## config.mk

```make
export PLATFORM = sky130hd
export DESIGN_NAME = posit_mult_stage_es3_flat
export DESIGN_NICKNAME = d
export VERILOG_FILES = /design/src/rtl/posit_mult_stage_es3_if.sv /design/src/rtl/posit_mult_stage_es3.sv /design/src/flat_wrapper.sv
export SDC_FILE = /design/constraint.sdc
export NUM_CORES = 2
export LEC_CHECK = 0
export BUFFER_PORTS_ARGS = -buffer_cell sky130_fd_sc_hd__buf_2
export CORE_MARGIN = 3
export CORE_UTILIZATION = 40
export CTS_BUF_LIST = sky130_fd_sc_hd__clkbuf_4 sky130_fd_sc_hd__clkbuf_8
export DETAILED_ROUTE_END_ITERATION = 16
export PLACE_DENSITY = 0.68
export SLEW_MARGIN = 15
export SYNTH_ARGS = -nofsm -noshare
export SYNTH_HDL_FRONTEND = slang
export SYNTH_SLANG_ARGS = --single-unit
export TNS_END_PERCENT = 10
```

## constraint.sdc

```tcl
create_clock -name clk -period 10.1 [get_ports clk]
set_input_delay 2.02 -clock clk [delete_from_list [all_inputs] [get_ports clk]]
set_output_delay 2.02 -clock clk [all_outputs]
set_load 0.03 [all_outputs]
```

## src/rtl/posit_mult_stage_es3_if.sv

```systemverilog
// Operand-pair / product handshake bundle for posit_mult_stage_es3.
// Tag signals exist only when POSIT_MULT_TAG_EN is defined.
interface posit_mult_stage_es3_if #(
   parameter int FBITS = 26,
   parameter int SBITS = 9
`ifdef POSIT_MULT_TAG_EN
   ,parameter int TAG_W = 8
`endif
);
   logic                 in_valid;
   logic                 in_ready;
   logic                 a_sgn;
   logic                 b_sgn;
   logic [SBITS-1:0]     a_scale;
   logic [SBITS-1:0]     b_scale;
   logic [FBITS-1:0]     a_frac;
   logic [FBITS-1:0]     b_frac;
   logic                 a_zero;
   logic                 b_zero;
   logic                 a_inf;
   logic                 b_inf;
   logic                 out_valid;
   logic                 out_ready;
   logic                 out_sgn;
   logic [SBITS:0]       out_scale;
   logic [2*FBITS:0]     out_frac;
   logic                 out_zero;
   logic                 out_inf;
`ifdef POSIT_MULT_TAG_EN
   logic [TAG_W-1:0]     in_tag;
   logic [TAG_W-1:0]     out_tag;
`endif

   // Multiplier side: consumes operands, produces products.
   modport slave (
      input  in_valid, a_sgn, b_sgn, a_scale, b_scale, a_frac, b_frac,
             a_zero, b_zero, a_inf, b_inf, out_ready,
`ifdef POSIT_MULT_TAG_EN
      input  in_tag,
      output out_tag,
`endif
      output in_ready, out_valid, out_sgn, out_scale, out_frac, out_zero, out_inf
   );

   // Environment side: extract stage upstream plus round/pack stage downstream.
   modport master (
      output in_valid, a_sgn, b_sgn, a_scale, b_scale, a_frac, b_frac,
             a_zero, b_zero, a_inf, b_inf, out_ready,
`ifdef POSIT_MULT_TAG_EN
      output in_tag,
      input  out_tag,
`endif
      input  in_ready, out_valid, out_sgn, out_scale, out_frac, out_zero, out_inf
   );
endinterface

```

## src/rtl/posit_mult_stage_es3.sv

```systemverilog
// Three-stage posit<32,3> multiply: sign/scale/mantissa prep, 27x27 product, normalize.
// Optional operand tag pipeline is enabled by defining POSIT_MULT_TAG_EN.
module posit_mult_stage_es3 #(
   parameter int NBITS = 32,
   parameter int ES    = 3,
   parameter int SBITS = 9
`ifdef POSIT_MULT_TAG_EN
   ,parameter int TAG_W = 8
`endif
) (
   input  logic                    clk,
   input  logic                    rst_n,
   posit_mult_stage_es3_if.slave   bus,
   output logic                    busy
);
   localparam int FBITS = NBITS - ES - 3;
   localparam int MW    = FBITS + 1;
   localparam int PW    = 2 * MW;
   localparam int OW    = 2 * FBITS + 1;

   logic              en;

   logic              s1_valid, s1_sgn, s1_zero, s1_inf;
   logic [SBITS:0]    s1_scale;
   logic [MW-1:0]     s1_ma, s1_mb;

   logic              s2_valid, s2_sgn, s2_zero, s2_inf;
   logic [SBITS:0]    s2_scale;
   logic [PW-1:0]     s2_prod;

   logic              s3_valid, s3_sgn, s3_zero, s3_inf;
   logic [SBITS:0]    s3_scale;
   logic [OW-1:0]     s3_frac;

   logic              n_sgn;
   logic [SBITS:0]    n_scale;
   logic [OW-1:0]     n_frac;
   logic              in_inf;

`ifdef POSIT_MULT_TAG_EN
   logic [TAG_W-1:0]  s1_tag, s2_tag, s3_tag;
`endif

   // One enable for the whole pipe: a stalled output freezes every stage, bubbles included.
   assign en          = ~s3_valid | bus.out_ready;
   assign bus.in_ready = en;
   assign busy        = s1_valid | s2_valid | s3_valid;
   assign in_inf      = bus.a_inf | bus.b_inf;

   always_comb begin
      // NOTE: every output of this block gets a default first, so no path can infer a latch.
      n_sgn   = s2_sgn;
      n_scale = s2_scale;
      n_frac  = '0;
      if (s2_prod[PW-1]) begin
         n_scale = s2_scale + (SBITS+1)'(1);
         n_frac  = s2_prod[PW-2:0];
      end else begin
         n_frac  = {s2_prod[PW-3:0], 1'b0};
      end
      if (s2_inf | s2_zero) begin
         n_sgn   = 1'b0;
         n_scale = '0;
         n_frac  = '0;
      end
   end

   always_ff @(posedge clk or negedge rst_n) begin
      if (!rst_n) begin
         // NOTE: data registers are reset along with the valid bits so every out_* reads 0 after reset.
         s1_valid <= 1'b0;
         s1_sgn   <= 1'b0;
         s1_scale <= '0;
         s1_ma    <= '0;
         s1_mb    <= '0;
         s1_zero  <= 1'b0;
         s1_inf   <= 1'b0;
         s2_valid <= 1'b0;
         s2_sgn   <= 1'b0;
         s2_scale <= '0;
         s2_prod  <= '0;
         s2_zero  <= 1'b0;
         s2_inf   <= 1'b0;
         s3_valid <= 1'b0;
         s3_sgn   <= 1'b0;
         s3_scale <= '0;
         s3_frac  <= '0;
         s3_zero  <= 1'b0;
         s3_inf   <= 1'b0;
`ifdef POSIT_MULT_TAG_EN
         s1_tag   <= '0;
         s2_tag   <= '0;
         s3_tag   <= '0;
`endif
      end else if (en) begin
         // NOTE: non-blocking assignments let every stage read the previous cycle's value of its upstream.
         s1_valid <= bus.in_valid;
         if (bus.in_valid) begin
            s1_sgn   <= bus.a_sgn ^ bus.b_sgn;
            s1_scale <= {bus.a_scale[SBITS-1], bus.a_scale} + {bus.b_scale[SBITS-1], bus.b_scale};
            s1_ma    <= {1'b1, bus.a_frac};
            s1_mb    <= {1'b1, bus.b_frac};
            s1_inf   <= in_inf;
            s1_zero  <= (bus.a_zero | bus.b_zero) & ~in_inf;
`ifdef POSIT_MULT_TAG_EN
            s1_tag   <= bus.in_tag;
`endif
         end

         s2_valid <= s1_valid;
         s2_sgn   <= s1_sgn;
         s2_scale <= s1_scale;
         s2_prod  <= PW'(s1_ma) * PW'(s1_mb);
         s2_zero  <= s1_zero;
         s2_inf   <= s1_inf;

         s3_valid <= s2_valid;
         s3_sgn   <= n_sgn;
         s3_scale <= n_scale;
         s3_frac  <= n_frac;
         s3_zero  <= s2_zero;
         s3_inf   <= s2_inf;
`ifdef POSIT_MULT_TAG_EN
         s2_tag   <= s1_tag;
         s3_tag   <= s2_tag;
`endif
      end
   end

   assign bus.out_valid = s3_valid;
   assign bus.out_sgn   = s3_sgn;
   assign bus.out_scale = s3_scale;
   assign bus.out_frac  = s3_frac;
   assign bus.out_zero  = s3_zero;
   assign bus.out_inf   = s3_inf;
`ifdef POSIT_MULT_TAG_EN
   assign bus.out_tag   = s3_tag;
`endif
endmodule
```

## src/flat_wrapper.sv

```systemverilog
// flat-port wrapper written by rule: the top's interface ports become plain ports
module posit_mult_stage_es3_flat 
#(
   parameter int NBITS = 32,
   parameter int ES    = 3,
   parameter int SBITS = 9

)
  (clk, rst_n, busy, bus_in_valid, bus_a_sgn, bus_b_sgn, bus_a_scale, bus_b_scale, bus_a_frac, bus_b_frac, bus_a_zero, bus_b_zero, bus_a_inf, bus_b_inf, bus_out_ready, bus_in_ready, bus_out_valid, bus_out_sgn, bus_out_scale, bus_out_frac, bus_out_zero, bus_out_inf);
  posit_mult_stage_es3_if #(.SBITS(SBITS)) bus_i ();
  input  logic clk;
  input  logic rst_n;
  output logic busy;
  input wire logic [$bits(bus_i.in_valid)-1:0] bus_in_valid;
  input wire logic [$bits(bus_i.a_sgn)-1:0] bus_a_sgn;
  input wire logic [$bits(bus_i.b_sgn)-1:0] bus_b_sgn;
  input wire logic [$bits(bus_i.a_scale)-1:0] bus_a_scale;
  input wire logic [$bits(bus_i.b_scale)-1:0] bus_b_scale;
  input wire logic [$bits(bus_i.a_frac)-1:0] bus_a_frac;
  input wire logic [$bits(bus_i.b_frac)-1:0] bus_b_frac;
  input wire logic [$bits(bus_i.a_zero)-1:0] bus_a_zero;
  input wire logic [$bits(bus_i.b_zero)-1:0] bus_b_zero;
  input wire logic [$bits(bus_i.a_inf)-1:0] bus_a_inf;
  input wire logic [$bits(bus_i.b_inf)-1:0] bus_b_inf;
  input wire logic [$bits(bus_i.out_ready)-1:0] bus_out_ready;
  output wire logic [$bits(bus_i.in_ready)-1:0] bus_in_ready;
  output wire logic [$bits(bus_i.out_valid)-1:0] bus_out_valid;
  output wire logic [$bits(bus_i.out_sgn)-1:0] bus_out_sgn;
  output wire logic [$bits(bus_i.out_scale)-1:0] bus_out_scale;
  output wire logic [$bits(bus_i.out_frac)-1:0] bus_out_frac;
  output wire logic [$bits(bus_i.out_zero)-1:0] bus_out_zero;
  output wire logic [$bits(bus_i.out_inf)-1:0] bus_out_inf;
  assign bus_i.in_valid = bus_in_valid;
  assign bus_i.a_sgn = bus_a_sgn;
  assign bus_i.b_sgn = bus_b_sgn;
  assign bus_i.a_scale = bus_a_scale;
  assign bus_i.b_scale = bus_b_scale;
  assign bus_i.a_frac = bus_a_frac;
  assign bus_i.b_frac = bus_b_frac;
  assign bus_i.a_zero = bus_a_zero;
  assign bus_i.b_zero = bus_b_zero;
  assign bus_i.a_inf = bus_a_inf;
  assign bus_i.b_inf = bus_b_inf;
  assign bus_i.out_ready = bus_out_ready;
  assign bus_in_ready = bus_i.in_ready;
  assign bus_out_valid = bus_i.out_valid;
  assign bus_out_sgn = bus_i.out_sgn;
  assign bus_out_scale = bus_i.out_scale;
  assign bus_out_frac = bus_i.out_frac;
  assign bus_out_zero = bus_i.out_zero;
  assign bus_out_inf = bus_i.out_inf;
  posit_mult_stage_es3 #(.NBITS(NBITS), .ES(ES), .SBITS(SBITS)) u_core (.clk(clk), .rst_n(rst_n), .bus(bus_i), .busy(busy));
endmodule
```

# [Word-level counts from Yosys, hierarchy flattened]
# Index checks and enable logic that the tools add are counted.
[word_totals] output_inout_bits=69 in_bits=80 ff_bits=203 wordCells=38
[classes] mul=1 mux=5 n_reduce_logical=1 bitwise_logic=10 add_sub_neg=2
[op_table] op="2-to-1 mux 53 bit" n=2
[op_table] op="multiplier 27 x 27 -> 54 bit" n=1
[op_table] op="2-to-1 mux 10 bit" n=2
[op_table] op="adder 10 x 1 -> 10 bit, second input constant" n=1
[op_table] op="adder 9 x 9 -> 10 bit" n=1
[op_table] op="OR 1 bit" n=6
[op_table] op="NOT 1 bit" n=2
[op_table] op="AND reduction 2 bit" n=1
[op_table] op="bitwise AND 1 bit" n=1
[op_table] op="2-to-1 mux 1 bit" n=1
[op_table] op="XOR 1 bit" n=1

# [Depth between registers and ports, before layout]
[logic_depth] word_depth=3 depth_mapped=27 mapped_depth_nobuf=24

# [Worst setup path before layout]
# Ideal clock, no wire load.
[synth_path] path_kind="reg2reg" from="register u_core.s1_mb[3]" to="register u_core.s2_prod[51]" stages_incl_launch_ff=27 path_slack_ns=3.158 synth_period_minus_slack_ns=6.942 required_time_ns=10.031 setup_time_ns=0.069 arrival_time_ns=6.873 path_buffers=3 cell_sequence="dfrtp_1 > clkbuf_1 > clkbuf_1 > nand2_1 > fa_1 > inv_1 > fa_1 > inv_1 > fa_1 > fa_1 > inv_1 > fa_1 > fa_1 > inv_1 > fa_1 > inv_1 > ha_1 > buf_2 > nand4_2 > nor4b_2 > o211ai_1 > a311o_1 > a21oi_2 > o21ai_2 > and2_4 > or4_1 > nand3_1"
[synth_via] elab_chain_len=1
[synth_rtl] element="from (decl)" line_no="posit_mult_stage_es3.sv:25" rtl="logic [MW-1:0] s1_ma, s1_mb;"
[synth_rtl] element="from (signal assigned)" line_no="posit_mult_stage_es3.sv:102" rtl="s1_mb <= {1'b1, bus.b_frac};"
[synth_rtl] element="multiplier 27 x 27 -> 54 bit" line_no="posit_mult_stage_es3.sv:113" rtl="s2_prod <= PW'(s1_ma) * PW'(s1_mb);"
[synth_rtl] element="to (signal assigned)" line_no="posit_mult_stage_es3.sv:113"
[synth_rtl] element="to (decl)" line_no="posit_mult_stage_es3.sv:29" rtl="logic [PW-1:0] s2_prod;"
# No other way between the ends.
# A chain may end at the register's enable or synchronous reset.

# [Final worst setup path]
# Ends and elaborated chain as after synthesis.

==> flow_metrics.env <==
export IMPL_status="completed"
export IMPL_num_rows=103
export IMPL_synth_cells=3512
export IMPL_worstSetupPathType="flip-flop to flip-flop"
export IMPL_setup_viol=0
export IMPL_grt_max_degree=81
export IMPL_synth_nets=4420
export IMPL_io_pin_count=149
export IMPL_avgSynthCellArea_um2=9.11
export IMPL_synthFlopType="dfrtp_1"
export IMPL_rsz0062_at_grt="no"
export IMPL_finalCoreUtilization_pct=43.5
export IMPL_tritoncts="done"
export IMPL_final_nets=4433
export IMPL_tightest_slew_ns=1.21
export IMPL_synth_seq_cells=202
export IMPL_required_ns=10.61
export IMPL_start_util_pct=40.4
export IMPL_maxCapViolCount=0
export IMPL_layout_drive_gt1_share_pct=9.26
export IMPL_setup_ws_ns=2.20
export IMPL_grt_ovfl_total=0
export IMPL_die_height_um=289
export IMPL_clkLatencyLatePin_ns=0.64
export IMPL_avgViaCountPerCell=5.06
export IMPL_timing_final_crit_share_pct=78.2
export IMPL_final_cell_mix="734 x inv_1, 660 x nand2_1, 625 x fa_1, 276 x and2_1, 203 x ha_1"
export IMPL_crit_fanout=28
export IMPL_cts_setup_buffers=0
export IMPL_r2r_setup_slack_ns=2.20
export IMPL_die_width_um=289
export IMPL_area_delta_synth_final_pct=7.69
export IMPL_dp_slack_ns=2.33
export IMPL_synth_edf_count=0
export IMPL_slew_headroom_pct=19.5
export IMPL_portBuffers=148
export IMPL_hold_viol=0
export IMPL_drt_iter0_markers=1442
export IMPL_critPathLaunchType="flip-flop"
export IMPL_antenna_left=0
export IMPL_holdPathStages=2
export IMPL_layout_commonest_cell="inv_1"
export IMPL_clkSinkCount=202
export IMPL_htree_levels=2
export IMPL_grt_pass1_vias=25000
export IMPL_cp_data_arrival_time_ns=8.41
export IMPL_rr_worst_depth=23
export IMPL_dieArea_um2=83400
export IMPL_routedWlPerCell_um=17.3
export IMPL_dr_total_vias=23300
export IMPL_drt_first_pass_iters=5
export IMPL_grt_usage_pct=19.8
export IMPL_hold_buffers=0
export IMPL_async_reset_ff_share_pct=100
export IMPL_cts_max_path_buffers=3
export IMPL_grt_pass1_wl_um=131000
export IMPL_fin_skew_ns=0.0797
export IMPL_cts_buffers=38
export IMPL_path_clk_slew_ns=0.06
export IMPL_min_period_ns=7.90
export IMPL_max_freq_mhz=127
export IMPL_place_congestion=0.873
export IMPL_hold_ws_ns=0.467
export IMPL_drt_total_wl_um=79800
export IMPL_drcViolationCount=0
export IMPL_hp_class="flip-flop to flip-flop"
export IMPL_yosysWarnings=0
export IMPL_yosysSeqAreaShare_pct=15.8
export IMPL_synth_area_um2=32000
export IMPL_ys_types=60
export IMPL_final_setup_tns_ns=0
export IMPL_cts_resized=0
export IMPL_clockRootBuffer="clkbuf_8"
export IMPL_post_dp_hpwl_um=62500
export IMPL_core_um2=79100
export IMPL_final_max_slew_viol_count=0
export IMPL_antenna_found_initial=4
export IMPL_cp_end_kind="flip-flop"
metrics by stage:
stage          cell area (um2)  cells
6_report                 34400   4604
5_1_grt                  34400   4604
4_1_cts                  34400   4603
3_5_place_dp             33600   4535
3_3_place_gp             33600   4535
2_1_floorplan            32000   3512
sequential cells by signal (all words and copies together) (netlist names), 10 cells and up:
signal                cells
u_core.s1_scale          10
u_core.bus.out_frac      53
u_core.s2_prod           54
u_core.s1_mb             27
u_core.bus.out_scale     10
u_core.s2_scale          10
u_core.s1_ma             26
per-layer routing:
layer	vias to the layer above	wire length [um]	track usage, %
met5	-	0	0
met4	0	3140	7.72
met3	161	3980	2.69
met2	626	41900	35.7
met1	12100	30800	24.1
li1	10400	-	-
synthesized netlist by cell type, drive strengths merged (4+ instances only):
master	count	area share [%]
a31oi	8	0.16
a21oi	86	1.4
a221oi	4	0.15
ha	203	7.9
and3	6	0.12
fa	625	39
mux2	53	1.9
o211ai	5	0.12
or3	5	0.10
nor2b	6	0.12
mux2i	54	1.7
nand4	16	0.33
xor2	22	0.60
o221ai	4	0.11
o21ai	122	1.9
buf	22	0.29
a21o	27	0.63
clkbuf	196	2.3
and2	277	5.4
nand2	661	7.8
nor2	59	0.69
nand2b	7	0.14
o21bai	10	0.23
o21a	6	0.14
nor4	4	0.078
inv	735	8.6
xnor2	39	1.1
nor3	6	0.094
dfrtp	202	16
nand3	13	0.20
logic make-up after synthesis:
group                      share of synthesized area (%)
buffers and inverters                               11.2
and+or+nand+nor                                     15.2
xor gates and xnor gates                            1.67
DFF                                                 15.8
muxes                                               3.56
AOI/OAI and AO/OA                                   5.53
adders and majority gates                           47.1
worst max-delay path: stages (launching register included):
cell      delay [ns]
dfrtp_1         1.06
nand2_1         0.19
fa_1            0.58
inv_1           0.06
fa_1            0.54
inv_1           0.06
fa_1            0.56
fa_1            0.46
fa_1            0.54
inv_1           0.05
fa_1            0.47
inv_1           0.05
fa_1            0.47
inv_1           0.04
ha_1            0.40
nand4_2         0.18
nor4b_2         0.31
o211ai_1        0.26
a311o_1         0.47
a21oi_2         0.20
o21ai_2         0.08
and2_4          0.16
or4_1           0.47
nand3_1         0.09
worst paths after layout:
path,start,endpoint
max in group asynchronous,rst_n,u_core.s2_zero
setup reg to reg,u_core.s1_mb[3],u_core.s2_prod[51]
hold / removal,u_core.bus.out_zero,u_core.bus.out_zero
hold reg to reg,u_core.bus.out_zero,u_core.bus.out_zero
setup / recovery,u_core.s1_mb[3],u_core.s2_prod[51]
min in group asynchronous,rst_n,u_core.s1_mb[12]
layout make-up:
class	instances	area, um2
inverter	735	2760
tap	1050	1310
multi-input combinational	2357	23400
timing repair buffer	191	1070
antenna	1	2.50
clock buffer	59	756
clock inverter	9	128
fill	7712	44700
sequential	202	5060
Power is left out: the tool's default activity adds up to more than one toggle a clock period on the data nets, which glitch-free logic cannot reach.
